===== config.mk =====
export PLATFORM = sky130hd
export DESIGN_NAME = reg_file_wb
export DESIGN_NICKNAME = d
export VERILOG_FILES = /design/src/rtl/reg_file_wb.sv
export SDC_FILE = /design/constraint.sdc
export NUM_CORES = 2
export LEC_CHECK = 0
export CAP_MARGIN = 10
export CORE_ASPECT_RATIO = 1.25
export CORE_UTILIZATION = 45
export CTS_BUF_LIST = sky130_fd_sc_hd__clkbuf_8 sky130_fd_sc_hd__clkbuf_16
export CTS_CLUSTER_DIAMETER = 200
export CTS_CLUSTER_SIZE = 16
export DETAILED_ROUTE_END_ITERATION = 8
export PLACE_DENSITY_LB_ADDON = 0.25
export SETUP_SLACK_MARGIN = 0.05
export SLEW_MARGIN = 20
export SYNTH_ARGS = -nofsm -noshare
export SYNTH_HDL_FRONTEND = slang
export SYNTH_SLANG_ARGS = --single-unit

===== constraint.sdc =====
create_clock -name clock -period 3.2 [get_ports clock]
set_input_delay 0.32 -clock clock [delete_from_list [all_inputs] [get_ports clock]]
set_output_delay 0.32 -clock clock [all_outputs]
set_load 0.02 [all_outputs]

===== src/rtl/reg_file_wb.sv =====
// Write-back register file: two combinational read ports with WB->ID bypass,
// plus a per-register pending-write scoreboard that drives the ID stall flags.
module reg_file_wb #(
    parameter int DATA_W = 32,
    parameter int ADDR_W = 5,
    parameter int CNT_W  = 2
) (
    input  logic              clock,
    input  logic              reset,
    input  logic              RegWrite,
    input  logic [ADDR_W-1:0] writeReg,
    input  logic [DATA_W-1:0] regWriteData,
    input  logic              issueValid,
    input  logic [ADDR_W-1:0] issueReg,
    input  logic [ADDR_W-1:0] readReg1,
    input  logic [ADDR_W-1:0] readReg2,
    output logic [DATA_W-1:0] readData1,
    output logic [DATA_W-1:0] readData2,
    output logic              busy1,
    output logic              busy2,
    output logic              overflow
);

    localparam int DEPTH = 2 ** ADDR_W;
    localparam logic [CNT_W-1:0]  CNT_ZERO  = {CNT_W{1'b0}};
    localparam logic [CNT_W-1:0]  CNT_ONE   = {{(CNT_W-1){1'b0}}, 1'b1};
    localparam logic [CNT_W-1:0]  CNT_MAX   = {CNT_W{1'b1}};
    localparam logic [ADDR_W-1:0] ADDR_ZERO = {ADDR_W{1'b0}};
    localparam logic [DATA_W-1:0] DATA_ZERO = {DATA_W{1'b0}};

    logic [DATA_W-1:0] regs_r    [DEPTH];
    logic [CNT_W-1:0]  cnt_r     [DEPTH];
    logic [CNT_W-1:0]  cnt_nxt_s [DEPTH];
    logic [DEPTH-1:0]  inc_s;
    logic [DEPTH-1:0]  dec_s;
    logic              overflow_r;
    logic              ovf_hit_s;
    logic              wr_en_s;
    logic              issue_en_s;

    // Index 0 is hardwired, so neither writes nor issues to it have any effect.
    assign wr_en_s    = RegWrite && (writeReg != ADDR_ZERO);
    assign issue_en_s = issueValid && (issueReg != ADDR_ZERO);

    // Scoreboard next state: an issue and a retire on the same register cancel out.
    always_comb begin
        ovf_hit_s = 1'b0;
        for (int i = 0; i < DEPTH; i++) begin
            inc_s[i]     = issue_en_s && (issueReg == ADDR_W'(i));
            dec_s[i]     = wr_en_s && (writeReg == ADDR_W'(i));
            cnt_nxt_s[i] = cnt_r[i];
            case ({inc_s[i], dec_s[i]})
                2'b10: begin
                    if (cnt_r[i] == CNT_MAX) begin
                        cnt_nxt_s[i] = cnt_r[i];
                        ovf_hit_s    = 1'b1;
                    end else begin
                        cnt_nxt_s[i] = cnt_r[i] + CNT_ONE;
                    end
                end
                2'b01: begin
                    if (cnt_r[i] == CNT_ZERO) begin
                        cnt_nxt_s[i] = CNT_ZERO;
                    end else begin
                        cnt_nxt_s[i] = cnt_r[i] - CNT_ONE;
                    end
                end
                default: cnt_nxt_s[i] = cnt_r[i];
            endcase
        end
    end

    // State update: register array, pending counters and sticky overflow.
    always_ff @(posedge clock) begin
        if (reset) begin
            for (int i = 0; i < DEPTH; i++) begin
                regs_r[i] <= DATA_ZERO;
                cnt_r[i]  <= CNT_ZERO;
            end
            overflow_r <= 1'b0;
        end else begin
            if (wr_en_s) begin
                regs_r[writeReg] <= regWriteData;
            end
            for (int i = 0; i < DEPTH; i++) begin
                cnt_r[i] <= cnt_nxt_s[i];
            end
            overflow_r <= overflow_r | ovf_hit_s;
        end
    end

    // Read ports: zero index, then same-cycle bypass, then array contents.
    always_comb begin
        readData1 = regs_r[readReg1];
        readData2 = regs_r[readReg2];
        if (readReg1 == ADDR_ZERO) begin
            readData1 = DATA_ZERO;
        end else if (wr_en_s && (writeReg == readReg1)) begin
            readData1 = regWriteData;
        end else begin
            readData1 = regs_r[readReg1];
        end
        if (readReg2 == ADDR_ZERO) begin
            readData2 = DATA_ZERO;
        end else if (wr_en_s && (writeReg == readReg2)) begin
            readData2 = regWriteData;
        end else begin
            readData2 = regs_r[readReg2];
        end
    end

    // Stall flags: the last outstanding write retiring this cycle is covered by the bypass.
    always_comb begin
        busy1 = (cnt_r[readReg1] != CNT_ZERO) &&
                !(wr_en_s && (writeReg == readReg1) && (cnt_r[readReg1] == CNT_ONE));
        busy2 = (cnt_r[readReg2] != CNT_ZERO) &&
                !(wr_en_s && (writeReg == readReg2) && (cnt_r[readReg2] == CNT_ONE));
    end

    assign overflow = overflow_r;

endmodule


# --- Word-level counts from Yosys, hierarchy flattened ---
# Memories as Yosys holds them, arrays and structs flattened.
# Index checks and enable logic that the tools add are counted.
totals:
  wordCells: 582
  output_inout_bits: 67
  regBits: 1
  memories: 2
  mem_bits_rw: 1088
  in_bits: 56
op_classes:
  addsub: 64
  reduce_logical: 115
  n_bitwise: 33
  n_mux: 205
  n_eq_ne: 162
mem_list:
  columns: ["memory", "words", "word_bits", "read_ports", "rd_ports_with_merged_regs", "write_ports", "line", "rtl"]
  rows:
  - ["regs_r", 32, 32, 2, 0, 32, "31", "logic [DATA_W-1:0] regs_r [DEPTH];"]
  - ["cnt_r", 32, 2, 34, 0, 32, "32", "logic [CNT_W-1:0] cnt_r [DEPTH];"]
ops:
  columns: ["operator", "n"]
  rows:
  - ["$mux W2", 96]
  - ["$eq A5 B5 Y1 const B", 32]
  - ["$mux W32", 5]
  - ["$eq A2 B2 Y1 const B", 64]
  - ["$pmux W2 S2", 32]
  - ["$eq A5 B4 Y1 const B", 16]
  - ["$logic_and A1 B1 Y1", 72]
  - ["$mux W1", 71]
  - ["$eq A2 B1 Y1 const B", 34]
  - ["$add A2 B1 Y2 const B", 32]
  - ["$logic_not A2 Y1", 32]
  - ["$sub A2 B1 Y2 const B", 32]
  - ["$eq A5 B3 Y1 const B", 8]
  - ["$or A1 B1 Y1", 33]
  - ["$reduce_or A32 Y1", 1]
  - ["$eq A5 B2 Y1 const B", 4]
  - ["$logic_not A5 Y1", 4]
  - ["$eq A5 B1 Y1 const B", 2]
  - ["$eq A5 B5 Y1", 2]
  - ["$reduce_bool A5 Y1", 2]
  - ["$mux W5", 1]
  - ["$reduce_bool A2 Y1", 2]
  - ["$logic_not A1 Y1", 2]

# --- Logic depth before layout (Yosys ltp) ---
logic_depth:
  ltp_word: 68
  ltp_mapped: 11
  ltp_nobuf: 6

# --- Worst setup path before layout ---
# OpenSTA, ideal clock, no wires.
synth_timing:
  kind: "input to output"
  startpoint: "in writeReg[3]"
  endpoint: "out readData1[11]"
  required_time_ns: 2.880
  t_arrival_ns: 2.177
  setup_slack_ns: 0.703
  stages: 8
  n_path_buf: 3
  cell_sequence: "buf_4 or2_1 buf_4 o41ai_4 nor4_2 o21bai_4 buf_2 o31ai_1"
synth_via:
  elab_chain_len: 5
  word_cells_on_any_way: 6
  cone_classes: "1 x eq/ne; 2 x mux; 3 x reduce/logical"
synth_lines:
  columns: ["item", "line", "rtl"]
  rows:
  - ["from (decl)", "11", "input logic [ADDR_W-1:0] writeReg,"]
  - ["$reduce_bool A5 Y1", "42", "assign wr_en_s = RegWrite && (writeReg != ADDR_ZERO);"]
  - ["$logic_and A1 B1 Y1", "42", null]
  - ["$logic_and A1 B1 Y1 (*)", "98", "end else if (wr_en_s && (writeReg == readReg1)) begin"]
  - ["$mux W32 (*)", "98", null]
  - ["$mux W32 (*)", "96", "if (readReg1 == ADDR_ZERO) begin"]
  - ["to (decl)", "17", "output logic [DATA_W-1:0] readData1,"]
# Every way passes the cells marked *; elsewhere a longest branch is shown, timed or not.

==> results.md <==
* Pins Over Slew Limit at 0
* CTS max path bufs at 3
* Crit path kind: flop to primary output
* Data required time of the critical path at ~2900 ps
* Cells after synthesis at 4744
* Final instance area at about 0.073 mm^2
* Depth of the worst register-to-register path at 8
* Reg2reg setup slack at 1090 ps
* CP max FO at 2
* Min Hold Slack at between 100 and 150 ps
* Asr flop ratio synth at 0%
* Hold WC Path Type: input port to flop
* Largest net degree at the start of global routing at 54
* RSZ-0062 raised after global routing: true
* Met2 wire len at 110000 um
* Failing checks: negative setup slack
* Via count at 46400
* Initial antenna violation count at 17
* Vias in the first global route at approximately 45000
* DR top layer: met5
* EDFF count, synth at 1024
* Post-DR vias/cell at approximately 6.6
* # Max-Cap Violations at 0
* Slowest cell on crit path: mux4_2
* Synth Register Bits at 1089
* GPL Wtd Cong at 0.972
* First-pass GRT wire length at 343000 um
* M1 WL at 85300 um
* Run status: finished with violations
* Area grow syn2layout at 18.0%
* Fin crit share at 102%
* Number of remaining DRC errors at 0
* Routed Antenna Nets at 0
* Clk Latency, worst-skew pair at 730 ps
* Critical path's top delay family: multiplexers
* Crit. End Element: primary output
* Rows at 152
* DR WL met3 at 29500 um
* Leading cell types in the layout, fill and taps excluded: edfxtp_1, and2_1, buf_4, mux4_2, nand2_1
* Yosys cell types at 75
* Reg-to-reg endpoint: overflow$_SDFF_PP0_
* Reg2reg start: cnt_r[23][1]$_SDFFE_PP0P_
* Cell Chain, Critical Path: mux4_2 > mux4_2 > a2111oi_4 > nor3_2 > buf_4
* Leading cell type in the layout, fill and taps excluded: edfxtp_1
* Core area at 0.137 mm^2
* Hold violation count in the final report at 0
* Mapped cell area at 0.0622 mm^2
* GR Util All Layers at 35.3%
* Leak pwr at approximately 0.026 uW
* Synthesized area per cell at around 13 um^2
* NumNets Final at between 5000 and 6000
* Power Dens Cells at between 400 and 500 mW/mm^2
* First DRT Iteration DRCs at 7345
* HP Start: reset
* Fillcell total at 11500
* Hold endpoint: cnt_r[17][1]$_SDFFE_PP0P_
* IO buf count at 122
* H-tree lvl count at 3
* Worst Path Buf+Inv at 1
* Critical path launch point type: flop
* Max incr delay on CP at 550 ps
* Min Tclk post-route at around 3300 ps
* Die area at 0.140 mm^2
* Hpwl dp at about 160000 um
* Max Clk Rate at 306 MHz
* Die W at between 300 and 400 um
* Hold-critical path depth at 2
* CTS buffer count at 78
* Worst setup margin at -70.9 ps
* Ys Warns at 0
* Most used DFF post-synth: edfxtp_1
* DP Cell Count at around 7000
* Total congestion overflow at 0
* I/O pins at 123
* CP arrival at 2950 ps
* Final Skew at 19.6 ps
* Die Ht at 418 um
* Max IR drop VDD at approximately 0.41 mV
* First-pass detailed-route iteration total at 6
* Routed wire per std cell at 35.0 um
* Seq/Total Area, Yosys at between 50% and 60%
* Share of cells above drive strength 1 at between 20% and 30%
* Final WL at 247000 um
* Worst-path clk slew at ~90 ps
* Endpoints failing setup at 1
* Max_slew headroom at 45.1%
* Initial Util at 45.3%
* Root Buffer: clkbuf_16
* Hold_buf cts at 0
* Most used cell, CP: mux4_2
* Worst Max-Slew Pin Slew at between 800 and 900 ps
* CTS tree: done
* Final cell count without fillers at 7062
* Area after DPL at 0.0705 mm^2
* CTS Sinks at between 1000 and 1500
-- worst max-delay path by stage --
stage                                      startpoint       endpoint  slack [ps]  depth (start not counted)
after global routing      regs_r[26][6]$_SDFFCE_PN0P_   readData2[6]         -90                          5
after floorplan                           writeReg[3]  readData1[11]         700                          8
after CTS                 regs_r[31][6]$_SDFFCE_PN0P_   readData2[6]        -140                          5
final                     regs_r[16][6]$_SDFFCE_PN0P_   readData2[6]         -70                          5
after detailed placement                  writeReg[3]   readData2[6]        -890                         11
after global placement                    writeReg[3]   readData2[6]        -900                         11
-- kinds of logic after synthesis --
logic type / share of synthesized area [%]
compound gates: 6.19
mux: 21.1
fa+ha+maj: 1.25
simple gates: 15.5
xor+xnor: 0.606
buf+inv: 3.77
flops: 51.6
other cells: 0.00603
-- cell usage after synthesis (62+ instances only) --
cell	number	share of area, %
edfxtp_1	1024	49
and2_1	993	10
mux4_2	424	15
clkbuf_1	300	1.8
nand2_1	270	1.6
nor2_1	258	1.6
mux2i_1	241	3.9
mux2_2	103	1.9
buf_2	73	0.59
nand3_1	73	0.59
o21ai_0	70	0.56
o22ai_1	68	0.68
dfxtp_1	65	2.1
ha_1	62	1.2
o31ai_1	62	0.75
-- metal layers --
metal  global-route usage, %  vias up
met3                    7.56      820
met1                    43.7    23400
met5                       0        -
met4                    27.3        6
met2                    53.9     3415
li1                        -    18700
-- layout make-up --
cell class                 instances  area [um^2]  area share (%)
multi-input combinational       3190        28800            39.2
antenna                            8         20.0          0.0273
timing repair buffer             787         7970            10.9
tap                             1848         2310            3.15
inverter                          36          135           0.184
sequential                      1089        32100            43.7
clock inverter                    25          141           0.193
clock buffer                      79         1980            2.69
-- flip-flops by register name (all words and copies together) (netlist names) --
| signal | flops |
|---|---|
| regs_r | 1024 |
| cnt_r | 64 |
| overflow | 1 |
-- where the power goes --
part / switching [uW] / internal (uW)
registers: 397 / 16300
logic: 3370 / 2510
clock network: 5170 / 4440
total: 8940 / 23300
-- timing repair --
item | in CTS | in global routing
pin swaps | 10 | 9
setup buffers | 4 | 3
endpoints found under the setup margin | 63 | 48
resized for setup | 226 | 62
hold endpoints to repair | 0 | 0
gates cloned | 1 | 0
-- worst reg2reg max path: cells and delay by family, from the launching register on --
kind | cells | cell delay [ps]
adders and majority gates | 1 | 430
buffers and inverters | 2 | 350
AOI/OAI and AO/OA | 3 | 350
and+or+nand+nor | 2 | 420
DFF | 1 | 480
-- stage by stage --
stage	setup WS, ps	power, uW	util, %	setup TNS (ps)
after global placement	-900	22600	51.4	-19050
after floorplan	703	19700	-	0
after global routing	-90.2	32900	53.5	-90.2
final	-70.9	32200	53.5	-70.9
after CTS	-142	32100	53.4	-142
after detailed placement	-886	22600	51.4	-17640
No activity file was read; power rests on OpenSTA's default activity.
